File: src/rtl/div_seq.sv
/*--------------------------------------------------------------------------
 * Module      : div_seq
 * Description : 32-iteration restoring divide sequencer, {rem, quo} result.
 *               Optional DIV_ZERO_FAST_EN short-circuits divide-by-zero.
 * Revision    : 1.0 - initial release
 *------------------------------------------------------------------------*/
`default_nettype none

module div_seq (
  input  logic        clk,
  input  logic        rst,
  input  logic        signed_div_i,
  input  logic [31:0] opdata1_i,
  input  logic [31:0] opdata2_i,
  input  logic        start_i,
  input  logic        annul_i,
  output logic [63:0] result_o,
  output logic        ready_o
);

`ifdef DIV_ZERO_FAST_EN
  typedef enum logic [1:0] {IDLE = 2'd0, ZERO = 2'd1, RUN = 2'd2, DONE = 2'd3} state_t;
`else
  typedef enum logic [1:0] {IDLE = 2'd0, RUN = 2'd2, DONE = 2'd3} state_t;
`endif

  state_t      state, state_n;
  logic [5:0]  cnt, cnt_n;
  logic [64:0] sr, sr_n;
  logic [31:0] dvs, dvs_n;
  logic        neg_q, neg_q_n;
  logic        neg_r, neg_r_n;
  logic [63:0] result_n;
  logic        ready_n;

  logic [32:0] diff;
  logic [31:0] op1_mag;
  logic [31:0] op2_mag;
  logic [31:0] q_fix;
  logic [31:0] r_fix;

  // Magnitudes used on RUN entry; unsigned operands pass straight through.
  assign op1_mag = (signed_div_i && opdata1_i[31]) ? (~opdata1_i + 32'd1) : opdata1_i;
  assign op2_mag = (signed_div_i && opdata2_i[31]) ? (~opdata2_i + 32'd1) : opdata2_i;

  assign diff  = {1'b0, sr[63:32]} - {1'b0, dvs};
  assign q_fix = neg_q ? (~sr[31:0] + 32'd1)  : sr[31:0];
  assign r_fix = neg_r ? (~sr[64:33] + 32'd1) : sr[64:33];

  always_ff @(posedge clk) begin
    if (rst) begin
      state    <= IDLE;
      cnt      <= 6'd0;
      sr       <= 65'd0;
      dvs      <= 32'd0;
      neg_q    <= 1'b0;
      neg_r    <= 1'b0;
      result_o <= 64'h0;
      ready_o  <= 1'b0;
    end else begin
      state    <= state_n;
      cnt      <= cnt_n;
      sr       <= sr_n;
      dvs      <= dvs_n;
      neg_q    <= neg_q_n;
      neg_r    <= neg_r_n;
      result_o <= result_n;
      ready_o  <= ready_n;
    end
  end

  always_comb begin
    state_n  = state;
    cnt_n    = cnt;
    sr_n     = sr;
    dvs_n    = dvs;
    neg_q_n  = neg_q;
    neg_r_n  = neg_r;
    result_n = result_o;
    ready_n  = ready_o;

    if (annul_i) begin
      // Flush wins over every transition and drops any partial work.
      state_n  = IDLE;
      cnt_n    = 6'd0;
      sr_n     = 65'd0;
      dvs_n    = 32'd0;
      neg_q_n  = 1'b0;
      neg_r_n  = 1'b0;
      result_n = 64'h0;
      ready_n  = 1'b0;
    end else begin
      case (state)
        IDLE: begin
          if (start_i) begin
`ifdef DIV_ZERO_FAST_EN
            if (opdata2_i == 32'd0) begin
              state_n = ZERO;
            end else
`endif
            begin
              state_n = RUN;
              sr_n    = {32'd0, op1_mag, 1'b0};
              dvs_n   = op2_mag;
              cnt_n   = 6'd0;
              neg_q_n = signed_div_i && (opdata1_i[31] != opdata2_i[31]);
              neg_r_n = signed_div_i && opdata1_i[31];
            end
          end
        end
`ifdef DIV_ZERO_FAST_EN
        ZERO: begin
          state_n  = DONE;
          result_n = 64'h0;
          ready_n  = 1'b1;
        end
`endif
        RUN: begin
          if (cnt != 6'd32) begin
            if (diff[32]) begin
              sr_n = {sr[63:0], 1'b0};
            end else begin
              sr_n = {diff[31:0], sr[31:0], 1'b1};
            end
            cnt_n = cnt + 6'd1;
          end else begin
            result_n = {r_fix, q_fix};
            ready_n  = 1'b1;
            state_n  = DONE;
          end
        end
        DONE: begin
          if (!start_i) begin
            state_n  = IDLE;
            result_n = 64'h0;
            ready_n  = 1'b0;
          end
        end
        default: begin
          state_n = IDLE;
        end
      endcase
    end
  end

endmodule

`default_nettype wire

File: config.mk
export PLATFORM = sky130hd
export DESIGN_NAME = div_seq
export DESIGN_NICKNAME = d
export VERILOG_FILES = /design/src/rtl/div_seq.sv
export SDC_FILE = /design/constraint.sdc
export NUM_CORES = 1
export LEC_CHECK = 0
export CORE_AREA = 2 2 140 142
export CTS_CLUSTER_DIAMETER = 200
export DETAILED_ROUTE_END_ITERATION = 6
export DIE_AREA = 0 0 142 144
export GPL_TIMING_DRIVEN = 1
export PLACE_DENSITY_LB_ADDON = 0.2
export SLEW_MARGIN = 10
export SYNTH_ARGS = -nofsm -noshare
export SYNTH_HDL_FRONTEND = slang
export SYNTH_SLANG_ARGS = --single-unit
export TNS_END_PERCENT = 20
File: constraint.sdc
create_clock -name clk -period 5.03 [get_ports clk]
set_input_delay 1.006 -clock clk [delete_from_list [all_inputs] [get_ports clk]]
set_output_delay 1.006 -clock clk [all_outputs]
set_load 0.05 [all_outputs]
==> metrics <==
# DRC=0; cts bufs inserted=17; cell at the root of the clock tree=clkbuf_16; largest net degree at the start of global routing=between 60 and 70; worst-skew pair later-pin latency=0.44 ns; initial antenna violation count=0; DR pass1 iterations=5; Lkg Pwr=0.004639 µW; grt total ovfl=0; final wirelength=roughly 27000 µm; Top FF cell, synth=dfxtp_1; Setup-failing EPs final=0; CP endpoint kind=flip-flop; f_max=approximately 0.26 GHz; fill count=1665; actual slew at the worst max-slew pin=1.168 ns; clock-pin slew on the worst setup and hold paths=roughly 0.070 ns; # Post-CTS Setup Buffers=0; CTS Sinks=around 170; Slew Viols, Final=0; CP dominant cell by count=a21oi_1; Mapped Area=approximately 10000 µm²; Die H=144 µm; Area after DPL=about 12000 µm²; met2 usage=39.18%; unrepaired setup endpoints after global routing=no; Synth async-reset ratio=0%; status=complete, no violations; M3 GR Usage=under 10%; share of cells above drive strength 1=around 4.5%; critical path class=flip-flop to flip-flop; ant diodes=0; Max Cap Violations=0; TNS Setup=0 ns; P&R area growth vs syn=19.32%; Seq/Total Area, Yosys=about 33%; first-pass GRT wire length=about 44000 µm; H-tree depth=4; Non-Filler Instances=roughly 1700; post-CTS sizing=0; FP Rows=between 50 and 60; input/output buffers=between 100 and 150; Power Density=~260 nW/µm²; die area=~20000 µm²; M1 GR Usage=41.10%; Post-CTS Hold Buffers=0; number of global-route vias before repair=a little under 9000; initial core utilization=between 50% and 60%; 1st-iter DRT viols=approximately 900; critical path arrival=between 4 and 5 ns; WL/cell=16.05 µm; fin crit share=~76%; Total GRT Usage=a little over a quarter; vias=approximately 9900; clk buf depth=2; critical path buffer and inverter count=1; final hold violation count=0; placed cell count=~1700; syn_nets=around 1500; io pins=roughly 130; core area=approximately 19000 µm²; maximum vdd drop=212.7 µV; CP top delay family=compound AO/OA/AOI/OAI gates; Post-synth EDFFs=0; Unique masters post-synth=around 60; Max-slew headroom=22.03%; CP max FO=29; CTS tree=yes; post-DP HPWL=about 20000 µm; Final Skew=approximately 0.014 ns; Hold WC Path Type=flip-flop to flip-flop; final instance area=~12000 µm²; Final Net Count=around 1600; Via density=5.874; cells after synthesis=between 1000 and 1500; Ys Warns=0; Placer Congestion=about 0.97; die width=roughly 140 µm; Final ANT Viol Nets=0; Yosys reg bits=172; Critical Path, Cell by Cell=ha_1 -> o211ai_1 -> a21oi_1 -> a211oi_1 -> o311ai_0 -> buf_4 -> a21oi_1 -> o31a_1 -> a21o_1 -> a32oi_1 -> o21ai_0; slowest stage cell, crit path=a21o_1; Final min period=between 3 and 4 ns; critical path required time=between 5 and 6 ns; Mean Syn Cell Area=slightly below 8 µm²; gr busiest metal=met1; Critical Path Max Stage Delay=0.78 ns; Startpoint Class=flip-flop
==> path summary, 6_finish.rpt <==
path	startpoint	end	slack, ns	cells after the start
setup / recovery	sr[35]	sr[64]	1.23	11
hold / removal	result_o[28]	result_o[28]	0.45	2
setup reg to reg	sr[35]	sr[64]	1.23	11
hold reg to reg	result_o[28]	result_o[28]	0.45	2
==> layer usage <==
| metal | part of all wire, % | routed length [µm] |
|---|---|---|
| met5 | 0 | 0 |
| met4 | 1.8 | 478 |
| met3 | 7.2 | 1944 |
| met2 | 42 | 11350 |
| met1 | 49 | 13400 |
==> per-stage QoR <==
| stage | hold WS (ns) | setup WS, ns | utilization (%) | total power, µW |
|---|---|---|---|---|
| 6_report | 0.4481 | 1.225 | 65.22 | 3264 |
| 5_1_grt | 0.4653 | 0.8897 | 65.22 | 3403 |
| 2_1_floorplan | 0.4319 | 1.453 | - | 1838 |
| 3_5_place_dp | 0.4415 | 0.9830 | 62.27 | 2018 |
| 4_1_cts | 0.4509 | 1.253 | 65.22 | 3269 |
| 3_3_place_gp | 0.4355 | 1.112 | 62.27 | 2011 |
==> final cells by class <==
type	count	area [µm²]	area share, %
Timing Repair Buffer	145	1421	11.42
Clock buffer	20	446.7	3.590
Inverter	52	195.2	1.569
Sequential cell	172	3443	27.67
Tap cell	238	297.8	2.393
Clock inverter	12	116.4	0.9351
Multi-Input combinational cell	1054	6523	52.42
==> sequential cells by signal, summed over array words and instances (netlist names) <==
register	cells
neg_r	1
cnt	6
sr	65
state	2
neg_q	1
ready_o	1
result_o	64
dvs	32
==> placed cells by master (no fill, tap or decap), types with 6 or more instances in the layout <==
cell type          n
xor2_1            75
ha_1              39
clkbuf_16         17
a311oi_1          10
o21ai_0           88
dfxtp_1          172
nor3_1            16
a32oi_1           12
nand3_1           75
xnor2_1           66
a211oi_1          43
buf_4             12
inv_1             52
o31ai_1           21
nand2_1          151
nor4_1            12
a21oi_1           92
nand2b_1          16
a22oi_1           31
and2_1             8
nor2_1           149
o21ai_1           13
or3_1             15
or4_4              6
or4_1             10
o211ai_1          14
nand4_1            8
clkdlybuf4s50_1  133
o41ai_1           11
==> report_power, final <==
part	leakage, µW	internal, µW	switching, µW
registers	0.00139	1390	37.5
logic	0.00299	239	331
clock network	0.000259	698	569
==> cells in the mapped netlist (all sizes together) (3+ instances only) <==
| library cell | number | share of area (%) |
|---|---|---|
| dfxtp | 172 | 33 |
| nor2 | 153 | 5.5 |
| nand2 | 151 | 5.4 |
| o21ai | 102 | 4.9 |
| a21oi | 93 | 4.5 |
| nand3 | 75 | 3.6 |
| xor2 | 75 | 6.3 |
| xnor2 | 66 | 5.5 |
| clkbuf | 63 | 2.3 |
| inv | 52 | 1.9 |
| a211oi | 43 | 3.1 |
| ha | 39 | 4.7 |
| a22oi | 31 | 2.2 |
| o31ai | 24 | 1.9 |
| nand2b | 17 | 1.0 |
| nor3 | 16 | 0.77 |
| or4 | 16 | 1.4 |
| or3 | 15 | 0.90 |
| o211ai | 14 | 1.0 |
| nor4 | 13 | 0.92 |
| o41ai | 13 | 1.2 |
| a32oi | 12 | 1.0 |
| a311oi | 10 | 0.84 |
| buf | 10 | 0.37 |
| and2 | 9 | 0.54 |
| nand4 | 8 | 0.48 |
| a21o | 5 | 0.36 |
| nand3b | 5 | 0.36 |
| nor2b | 5 | 0.30 |
| a21boi | 4 | 0.29 |
| a31oi | 4 | 0.24 |
| and3 | 4 | 0.24 |
| a211o | 3 | 0.25 |
| mux2i | 3 | 0.29 |
| or2 | 3 | 0.18 |
==> worst min-delay path, cell delays in order (launching register included) <==
cell	delay, ns
dfxtp_1	0.31
nand2_1	0.05
o21ai_1	0.05
==> cells by family after synthesis <==
kind of cell	after synthesis	share of synthesized area, %
simple gates	494	21.94
xor+xnor	141	11.84
compound gates	375	23.22
flops	172	33.02
fa+ha+maj	40	4.871
buf+inv	127	4.715
mux	4	0.3959
Note: power is estimated with default switching activity, not from simulation.
